--- src/rtl/uart_cfg_regfile_mc.sv ---
// ---------------------------------------------------------------------------
// uart_cfg_regfile_mc
//
// Multi-channel UART configuration register file. Each of N_CH channels owns
// a four-register bank at address ch*4+reg:
//   reg0 CTRL    RW  bit0 -> uart_enable[c], bits[3:1] -> uart_mode[3c+2:3c]
//   reg1 RATE    RW  shadow baud rate (low 16 bits, upper bits read 0)
//   reg2 STATUS  RO  bit0 live busy, bit1 sticky error, bit2 commit pending
//   reg3 SCRATCH RW
// A RATE write lands in the shadow; the shadow is copied to the active rate
// (uart_rate) only on a clock edge where that channel's UART is idle.
//
// Optional feature macro: UART_CFG_ERR_CLR_EN
//   defined   -> STATUS is writable, wr_data[1]=1 clears the sticky error
//   undefined -> STATUS writes are illegal and pulse wr_err
//
// Ports:
//   clk, rst                 clock, asynchronous active-high reset
//   wr_en/wr_addr/wr_data    host write port
//   rd_en_x/rd_addr_x        host read ports A and B (fully independent)
//   rd_data_x/rd_valid_x     read data / valid (latency set by READ_LATENCY)
//   uart_busy, uart_error    per-channel status from the UART cores
//   uart_enable/mode/rate    per-channel configuration to the UART cores
//   update_ok                one-cycle pulse per rate commit, per channel
//   wr_err                   one-cycle pulse after an illegal write
//
// Commit FSM (one instance per channel):
//   state      | meaning
//   ST_IDLE    | active rate matches the last committed shadow
//   ST_PENDING | shadow written, waiting for an edge with uart_busy[c]=0
// ---------------------------------------------------------------------------
module uart_cfg_regfile_mc #(
    parameter int DATA_WIDTH   = 16,
    parameter int N_CH         = 2,
    parameter int READ_LATENCY = 0,
    parameter int RATE_RESET   = 9600,
    localparam int AW          = $clog2(N_CH) + 3
) (
    input  logic                    clk,
    input  logic                    rst,
    input  logic                    wr_en,
    input  logic [AW-1:0]           wr_addr,
    input  logic [DATA_WIDTH-1:0]   wr_data,
    input  logic                    rd_en_a,
    input  logic                    rd_en_b,
    input  logic [AW-1:0]           rd_addr_a,
    input  logic [AW-1:0]           rd_addr_b,
    output logic [DATA_WIDTH-1:0]   rd_data_a,
    output logic [DATA_WIDTH-1:0]   rd_data_b,
    output logic                    rd_valid_a,
    output logic                    rd_valid_b,
    input  logic [N_CH-1:0]         uart_busy,
    input  logic [N_CH-1:0]         uart_error,
    output logic [N_CH-1:0]         uart_enable,
    output logic [3*N_CH-1:0]       uart_mode,
    output logic [16*N_CH-1:0]      uart_rate,
    output logic [N_CH-1:0]         update_ok,
    output logic                    wr_err
);

    localparam int NREG = 4 * N_CH;
    localparam int CW   = AW - 2;
    localparam logic [15:0] RATE_RST = 16'(RATE_RESET);

    localparam logic [1:0] REG_CTRL = 2'd0;
    localparam logic [1:0] REG_RATE = 2'd1;
    localparam logic [1:0] REG_STAT = 2'd2;
    localparam logic [1:0] REG_SCR  = 2'd3;

`ifdef UART_CFG_ERR_CLR_EN
    localparam bit ERR_CLR_EN = 1'b1;
`else
    localparam bit ERR_CLR_EN = 1'b0;
`endif

    typedef enum logic {
        ST_IDLE    = 1'b0,
        ST_PENDING = 1'b1
    } commit_state_t;

    commit_state_t state_q [N_CH];
    commit_state_t state_d [N_CH];

    logic [DATA_WIDTH-1:0] ctrl_q   [N_CH];
    logic [DATA_WIDTH-1:0] scr_q    [N_CH];
    logic [15:0]           shadow_q [N_CH];
    logic [15:0]           active_q [N_CH];
    logic [N_CH-1:0]       err_q;
    logic [N_CH-1:0]       update_ok_q;
    logic                  wr_err_q;

    // ---------------- write decode ----------------
    logic            wr_in_range;
    logic [1:0]      wr_reg;
    logic            wr_illegal;
    logic [N_CH-1:0] ctrl_we, rate_we, scr_we, stat_we, err_clr, commit;

    assign wr_in_range = (32'(wr_addr) < 32'(NREG));
    assign wr_reg      = wr_addr[1:0];
    assign wr_illegal  = wr_en && (!wr_in_range || (wr_reg == REG_STAT && !ERR_CLR_EN));

    always_comb begin
        ctrl_we = '0;
        rate_we = '0;
        scr_we  = '0;
        stat_we = '0;
        err_clr = '0;
        for (int c = 0; c < N_CH; c++) begin
            if (wr_en && wr_in_range && (wr_addr[AW-1:2] == CW'(c))) begin
                ctrl_we[c] = (wr_reg == REG_CTRL);
                rate_we[c] = (wr_reg == REG_RATE);
                scr_we[c]  = (wr_reg == REG_SCR);
                stat_we[c] = (wr_reg == REG_STAT);
            end
            err_clr[c] = ERR_CLR_EN && stat_we[c] && wr_data[1];
        end
    end

    // ---------------- commit FSM ----------------
    always_ff @(posedge clk or posedge rst) begin
        if (rst) begin
            for (int c = 0; c < N_CH; c++) state_q[c] <= ST_IDLE;
        end else begin
            for (int c = 0; c < N_CH; c++) state_q[c] <= state_d[c];
        end
    end

    // A RATE write on the commit edge keeps the channel pending: the old
    // shadow commits now and the freshly written value commits next idle edge.
    always_comb begin
        commit = '0;
        for (int c = 0; c < N_CH; c++) begin
            state_d[c] = state_q[c];
            case (state_q[c])
                ST_IDLE: begin
                    if (rate_we[c]) state_d[c] = ST_PENDING;
                end
                ST_PENDING: begin
                    if (!uart_busy[c]) begin
                        commit[c]  = 1'b1;
                        state_d[c] = rate_we[c] ? ST_PENDING : ST_IDLE;
                    end
                end
                default: state_d[c] = ST_IDLE;
            endcase
        end
    end

    // ---------------- register storage ----------------
    always_ff @(posedge clk or posedge rst) begin
        if (rst) begin
            for (int c = 0; c < N_CH; c++) begin
                ctrl_q[c]   <= '0;
                scr_q[c]    <= '0;
                shadow_q[c] <= RATE_RST;
                active_q[c] <= RATE_RST;
            end
            err_q       <= '0;
            update_ok_q <= '0;
            wr_err_q    <= 1'b0;
        end else begin
            for (int c = 0; c < N_CH; c++) begin
                if (ctrl_we[c]) ctrl_q[c]   <= wr_data;
                if (scr_we[c])  scr_q[c]    <= wr_data;
                if (rate_we[c]) shadow_q[c] <= wr_data[15:0];
                if (commit[c])  active_q[c] <= shadow_q[c];
                // a new error wins over a same-cycle clear
                err_q[c] <= uart_error[c] | (err_q[c] & ~err_clr[c]);
            end
            update_ok_q <= commit;
            wr_err_q    <= wr_illegal;
        end
    end

    // ---------------- read path ----------------
    logic [DATA_WIDTH-1:0] reg_view [NREG];
    logic [DATA_WIDTH-1:0] wr_view;
    logic [DATA_WIDTH-1:0] rd_word_a, rd_word_b;
    logic                  wr_rw;
    logic                  bypass_a, bypass_b;

    always_comb begin
        for (int i = 0; i < NREG; i++) reg_view[i] = '0;
        for (int c = 0; c < N_CH; c++) begin
            reg_view[4*c+0] = ctrl_q[c];
            reg_view[4*c+1] = DATA_WIDTH'(shadow_q[c]);
            reg_view[4*c+2] = DATA_WIDTH'({state_q[c] == ST_PENDING, err_q[c], uart_busy[c]});
            reg_view[4*c+3] = scr_q[c];
        end
    end

    // Same-cycle write to an in-range RW register is forwarded to the reader;
    // STATUS is never forwarded because its content is not the written word.
    assign wr_rw    = wr_en && wr_in_range && (wr_reg != REG_STAT);
    assign wr_view  = (wr_reg == REG_RATE) ? DATA_WIDTH'(wr_data[15:0]) : wr_data;
    assign bypass_a = wr_rw && (wr_addr == rd_addr_a);
    assign bypass_b = wr_rw && (wr_addr == rd_addr_b);

    always_comb begin
        rd_word_a = '0;
        rd_word_b = '0;
        for (int i = 0; i < NREG; i++) begin
            if (32'(rd_addr_a) == 32'(i)) rd_word_a = reg_view[i];
            if (32'(rd_addr_b) == 32'(i)) rd_word_b = reg_view[i];
        end
        if (bypass_a) rd_word_a = wr_view;
        if (bypass_b) rd_word_b = wr_view;
    end

    if (READ_LATENCY == 0) begin : g_rd_comb
        assign rd_data_a  = rd_word_a;
        assign rd_data_b  = rd_word_b;
        assign rd_valid_a = rd_en_a;
        assign rd_valid_b = rd_en_b;
    end else begin : g_rd_reg
        always_ff @(posedge clk or posedge rst) begin
            if (rst) begin
                rd_data_a  <= '0;
                rd_data_b  <= '0;
                rd_valid_a <= 1'b0;
                rd_valid_b <= 1'b0;
            end else begin
                rd_valid_a <= rd_en_a;
                rd_valid_b <= rd_en_b;
                if (rd_en_a) rd_data_a <= rd_word_a;
                if (rd_en_b) rd_data_b <= rd_word_b;
            end
        end
    end

    // ---------------- UART-facing outputs ----------------
    always_comb begin
        uart_enable = '0;
        uart_mode   = '0;
        uart_rate   = '0;
        for (int c = 0; c < N_CH; c++) begin
            uart_enable[c]        = ctrl_q[c][0];
            uart_mode[3*c +: 3]   = ctrl_q[c][3:1];
            uart_rate[16*c +: 16] = active_q[c];
        end
    end

    assign update_ok = update_ok_q;
    assign wr_err    = wr_err_q;

endmodule

--- config.mk ---
export PLATFORM = sky130hd
export DESIGN_NAME = uart_cfg_regfile_mc
export DESIGN_NICKNAME = d
export VERILOG_FILES = /design/src/rtl/uart_cfg_regfile_mc.sv
export SDC_FILE = /design/constraint.sdc
export NUM_CORES = 1
export LEC_CHECK = 0
export BUFFER_PORTS_ARGS = -buffer_cell sky130_fd_sc_hd__buf_2
export CAP_MARGIN = 20
export CORE_MARGIN = 3
export CORE_UTILIZATION = 45
export CTS_BUF_LIST = sky130_fd_sc_hd__clkbuf_8
export CTS_CLUSTER_SIZE = 30
export DETAILED_ROUTE_END_ITERATION = 10
export PLACE_DENSITY = 0.63
export SLEW_MARGIN = 20
export SYNTH_ARGS = -nofsm -noshare
export SYNTH_HDL_FRONTEND = slang
export SYNTH_SLANG_ARGS = --single-unit
--- constraint.sdc ---
create_clock -name clk -period 4.4 [get_ports clk]
set_input_delay 0 -clock clk [delete_from_list [all_inputs] [get_ports clk]]
set_output_delay 0 -clock clk [all_outputs]
set_load 0.01 [all_outputs]
== After elaboration in Yosys (flattened, before gate mapping) ==
Cells that the tools add are included.

* Register bits after elaboration: 135
* Logic and storage cells: 86
* Output and inout bits: 77
* Input bits: 37

* Bitwise operators: 4
* Eq/ne operators: 21
* Multiplexer cells: 34
* Reduce and logical (&&, ||, !) cells: 13
* Magnitude comparators: 1

{| class="wikitable"
|+ Operators with widths
! operator !! count
|-
| $mux W16 || 18
|-
| $eq A4 B3 Y1 const B || 8
|-
| $eq A4 B2 Y1 const B || 4
|-
| $mux W1 || 14
|-
| $eq A4 B1 Y1 const B || 2
|-
| $eq A4 B4 Y1 || 2
|-
| $logic_not A4 Y1 || 2
|-
| $logic_and A1 B1 Y1 || 7
|-
| $eq A2 B1 Y1 const B || 2
|-
| $eq A2 B2 Y1 const B || 2
|-
| $logic_not A2 Y1 || 2
|-
| $lt A4 B4 Y1 const B || 1
|-
| $pmux W1 S2 || 2
|-
| $ne A2 B2 Y1 const B || 1
|-
| $not A1 Y1 || 2
|-
| $or A1 B1 Y1 || 2
|-
| $logic_not A1 Y1 || 1
|-
| $logic_or A1 B1 Y1 || 1
|}

== Depth between registers and ports, before layout ==
* Word-level depth: 10
* Mapped depth: 7
* Mapped depth without buffers: 4

== Worst setup path after synthesis ==
No wires, ideal clock.

* Path type: register to register
* From: reg state_q (netlist bit reg_view[82])
* To: reg active_q (netlist bit uart_rate[0])
* Path buffers: 2
* Stages on the path, launching flop included: 5
* Required time: 4.275 ns
* Period minus slack after synthesis: 1.326 ns
* Slack: 3.074 ns
* Setup time: 0.125 ns
* Arrival: 1.201 ns
* Path through: dfrtp_1 -> nor2b_1 -> buf_2 -> buf_2 -> mux2_2

* Cells in the longest elaborated chain, start to end: 1

{| class="wikitable"
|+ Ends and longest elaborated chain
! what !! RTL line !! RTL
|-
| from (decl) || 81 || <nowiki>commit_state_t state_q [N_CH];</nowiki>
|-
| $mux W1 || 134 || <nowiki>case (state_q[c])</nowiki>
|-
| via commit[0] || 96 || <nowiki>logic [N_CH-1:0] ctrl_we, rate_we, scr_we, stat_we, err_clr, commit;</nowiki>
|-
| to (signal, indexed assignment) || 166 || <nowiki>if (commit[c]) active_q[c] <= shadow_q[c];</nowiki>
|-
| to (decl) || 87 || <nowiki>logic [15:0] active_q [N_CH];</nowiki>
|}

The timed path passes the listed nets, and every way through them passes these cells.
A chain may end at the register's enable or synchronous reset.

== Worst setup path after layout ==
* From: in rd_addr_a[2]
* To: out rd_data_a[6]

* Cells in the longest elaborated chain, start to end: 10
* Elaborated cells on any way between the ends: 19
* Those cells by class: eq/ne (8); mux (9); reduce/logical (2)

{| class="wikitable"
|+ Ends and longest elaborated chain
! what !! RTL line !! RTL
|-
| from (decl) || 46 || <nowiki>input logic [AW-1:0] rd_addr_a,</nowiki>
|-
| $logic_not A4 Y1 || 203 || <nowiki>if (32'(rd_addr_a) == 32'(i)) rd_word_a = reg_view[i];</nowiki>
|-
| $mux W16 (8 in a row) || 203 ||
|-
| $mux W16 * || 206 || <nowiki>if (bypass_a) rd_word_a = wr_view;</nowiki>
|-
| to (decl) || 48 || <nowiki>output logic [DATA_WIDTH-1:0] rd_data_a,</nowiki>
|}

Every way passes the cells marked *; elsewhere a longest branch is shown, timed or not.

==> flow_metrics.py <==
metrics = {
    "drt": {
        "vias": 6387,
        "vias_per_cell": 6.07,
        "dr.pass1.iters": 5,
        "drt_iter0_drc": 793,
        "wire_per_inst_um": 22.3,
        "wirelength_um": 23500,
        "antenna_left": 0,
        "drc": 0,
    },
    "synthesis": {
        "synth_top_area_share_pct": 37.4,
        "synth_nets": 773,
        "yosysSeqAreaShare_pct": 42.6,
        "synth_top_cells_by_area": "dfrtp_1, mux2_2, dfstp_2",
        "yosysTopAreaCell": "dfrtp_1",
        "ys_seq_elements": 135,
        "synth_ff_type": "dfrtp_1",
        "netlist_instances": 736,
        "ys_warn_count": 0,
        "syn-cell-area_mm2": 0.00797,
        "yosysUniqueCellTypes": 52,
        "async_flop_share_pct": 100,
        "avgSynthCellArea_um2": 10.8,
        "synth_edf_count": 0,
    },
    "timing": {
        "finalCriticalPeriod_ns": 2.82,
        "fmax_ghz": 0.354,
        "final-setup-viol-count": 0,
        "period_share_pct": 64.1,
        "skew_ns": 0.0116,
        "finalHoldViolations": 0,
        "hold_ws_ns": 0.00000443,
        "tns_ns": 0,
        "drv_slew": 0,
        "worstMarginPinSlew_ns": 1.08,
        "rsz0062_at_grt": "false",
        "fin_ws_ns": 1.58,
        "slew_headroom_pct": 27.8,
    },
    "run_status": {
        "status": "finished clean",
    },
    "power_and_ir_drop": {
        "leakage_nw": 4.11,
        "ir_drop_mv": 0.249,
        "power.density_mw_per_mm2": 439,
    },
    "placed_design": {
        "gp_congestion": 0.909,
        "dpl-instance-area_mm2": 0.00842,
        "pre_cts_slack_ns": 1.59,
        "dp_hpwl_um": 16000,
        "port_buffers": 109,
    },
    "global_routing": {
        "grt_usage_pct": 24.2,
        "grt_max_degree": 95,
        "antenna_found_initial": 0,
        "grt_pass1_wl_um": 37000,
        "grt_pass1_vias": 6215,
        "grt-ovfl-total": 0,
    },
    "hold_path": {
        "holdPathEnd": "rd_valid_a",
        "hp-class": "input port to output pin",
        "min_from": "rd_en_a",
        "hold-path-cell-count": 0,
    },
    "clock_tree": {
        "cts_root_buf": "clkbuf_8",
        "cts_sinks": 135,
        "cts_buffers": 17,
        "clk_latency_ns": 0.46,
        "cts_tree": "yes",
        "htreeDepth": 4,
        "cts_resized": 0,
        "cts_buffer_depth": 2,
        "post_cts_buffers": 0,
    },
    "floorplan": {
        "start_util_pct": 46.1,
        "io_pins": 114,
        "fp.dieArea_mm2": 0.0193,
        "num_rows": 48,
        "die_y_um": 139,
        "core_mm2": 0.0173,
        "die_x_um": 139,
    },
    "worst_setup_path": {
        "cp.required_ns": 4.40,
        "r2r_cells": 3,
        "r2r_end": "uart_rate[16]",
        "reg2reg_from": "reg_view[18]",
        "cp_data_arrival_time_ns": 2.82,
        "worstPathMaxFanout": 46,
        "critPathLaunchType": "input port",
        "r2r_setup_slack_ns": 3.11,
        "crit_type": "input port to output pin",
        "setup.worst_path.end_class": "output pin",
    },
    "cells_and_area": {
        "area_growth_pct": 14.1,
        "antennaDiodeCount": 0,
        "finish.instance_area_mm2": 0.00910,
        "drive_above_1_share_pct": 39.7,
        "final_core_util_pct": 52.6,
        "fin_nets": 853,
    },
    "run": {
        "max_cap_violations": 0,
    },
}
## registers in the layout (all words and copies together) (netlist names)
register / count
uart_rate: 32
reg_view: 66
uart_enable: 2
wr_err: 1
ctrl_q: 24
uart_mode: 6
err_q: 2
update_ok: 2
## synth_stat cells (5+ instances only)
cell	n
mux2_2	142
dfrtp_1	119
a21oi_1	58
nand2_1	32
nand2b_1	32
nor3_1	31
o22ai_1	29
buf_2	28
a31oi_1	26
nand3b_1	26
clkbuf_1	25
o211a_1	24
nor2_1	21
buf_4	19
dfstp_2	16
inv_1	15
mux2i_1	13
mux2_4	9
nor3b_1	9
nor4_1	6
o32ai_1	6
nor2b_1	5
## cell families (layout without fill, tap and decap cells)
group,count (synthesis),count (layout),share of synthesized area (%)
AOI/OAI and AO/OA,157,157,13.2
xor gates and xnor gates,4,4,0.440
buffers and inverters,90,182,5.90
DFF,135,135,42.6
muxes,169,169,24.5
and+or+nand+nor,181,181,13.3
## metal layers
layer	up-vias	share of wire, %	global-route usage (%)
met2	295	43	34.9
met1	3201	48	37.5
met4	0	1.7	7.21
met3	29	7.3	3.93
li1	2862	-	-
met5	-	0	0
## cell usage in the layout, fill, tap and decap left out, drive strengths merged, types with 5 or more instances in the layout
master / count
a21oi: 58
a31oi: 26
buf: 113
clkbuf: 20
dfrtp: 119
dfstp: 16
dlygate4sd3: 23
inv: 18
mux2: 153
mux2i: 13
nand2: 34
nand2b: 33
nand3b: 27
nor2: 23
nor2b: 5
nor3: 33
nor3b: 10
nor4: 6
o211a: 24
o22ai: 29
o32ai: 7
## stage by stage
step	power, W	cells
floorplan	0.00247	736
global placement	0.00277	999
CTS	0.00401	1053
global route	0.00421	1053
finish	0.00399	1053
detailed placement	0.00281	999
## worst max-delay path by stage
| stage | start | to | slack, ns | depth (start not counted) |
|---|---|---|---|---|
| after global placement | rd_addr_a[2] | rd_data_a[6] | 1.76 | 6 |
| after floorplan | rst | ctrl_q[10] | 0.82 | 1 |
| after global routing | rd_addr_a[2] | rd_data_a[4] | 1.42 | 6 |
| after CTS | rd_addr_a[2] | rd_data_a[5] | 1.61 | 6 |
| after detailed placement | rd_addr_a[2] | rd_data_a[5] | 1.59 | 6 |
| final | rd_addr_a[2] | rd_data_a[6] | 1.58 | 6 |
## power breakdown
| group | switching, W | internal (W) |
|---|---|---|
| logic | 0.000486 | 0.000527 |
| registers | 0.000232 | 0.00157 |
| clock network | 0.000511 | 0.000662 |
| total | 0.00123 | 0.00276 |
## worst max-delay path: stages
cell and delay (ns):
buf_2 0.64, nand2b_1 0.67, nor2_1 0.97, nand2_1 0.14, a31oi_1 0.21, buf_2 0.16
## layout make-up
class	instances	area, um^2
clock buffers	20	275
repair buffers	136	806
flip-flops and latches	135	3400
multi-input cells	511	4100
inverters	15	61.3
well taps	225	282
fillers	1594	8200
clock inverters	11	173
## what timing repair did
action / 4_1_cts / 5_1_grt
hold endpoints to repair: 180 / 0
endpoints found under the setup margin: 0 / 0
hold buffers: 23 / 0
No activity file was read; power rests on OpenSTA's default activity.
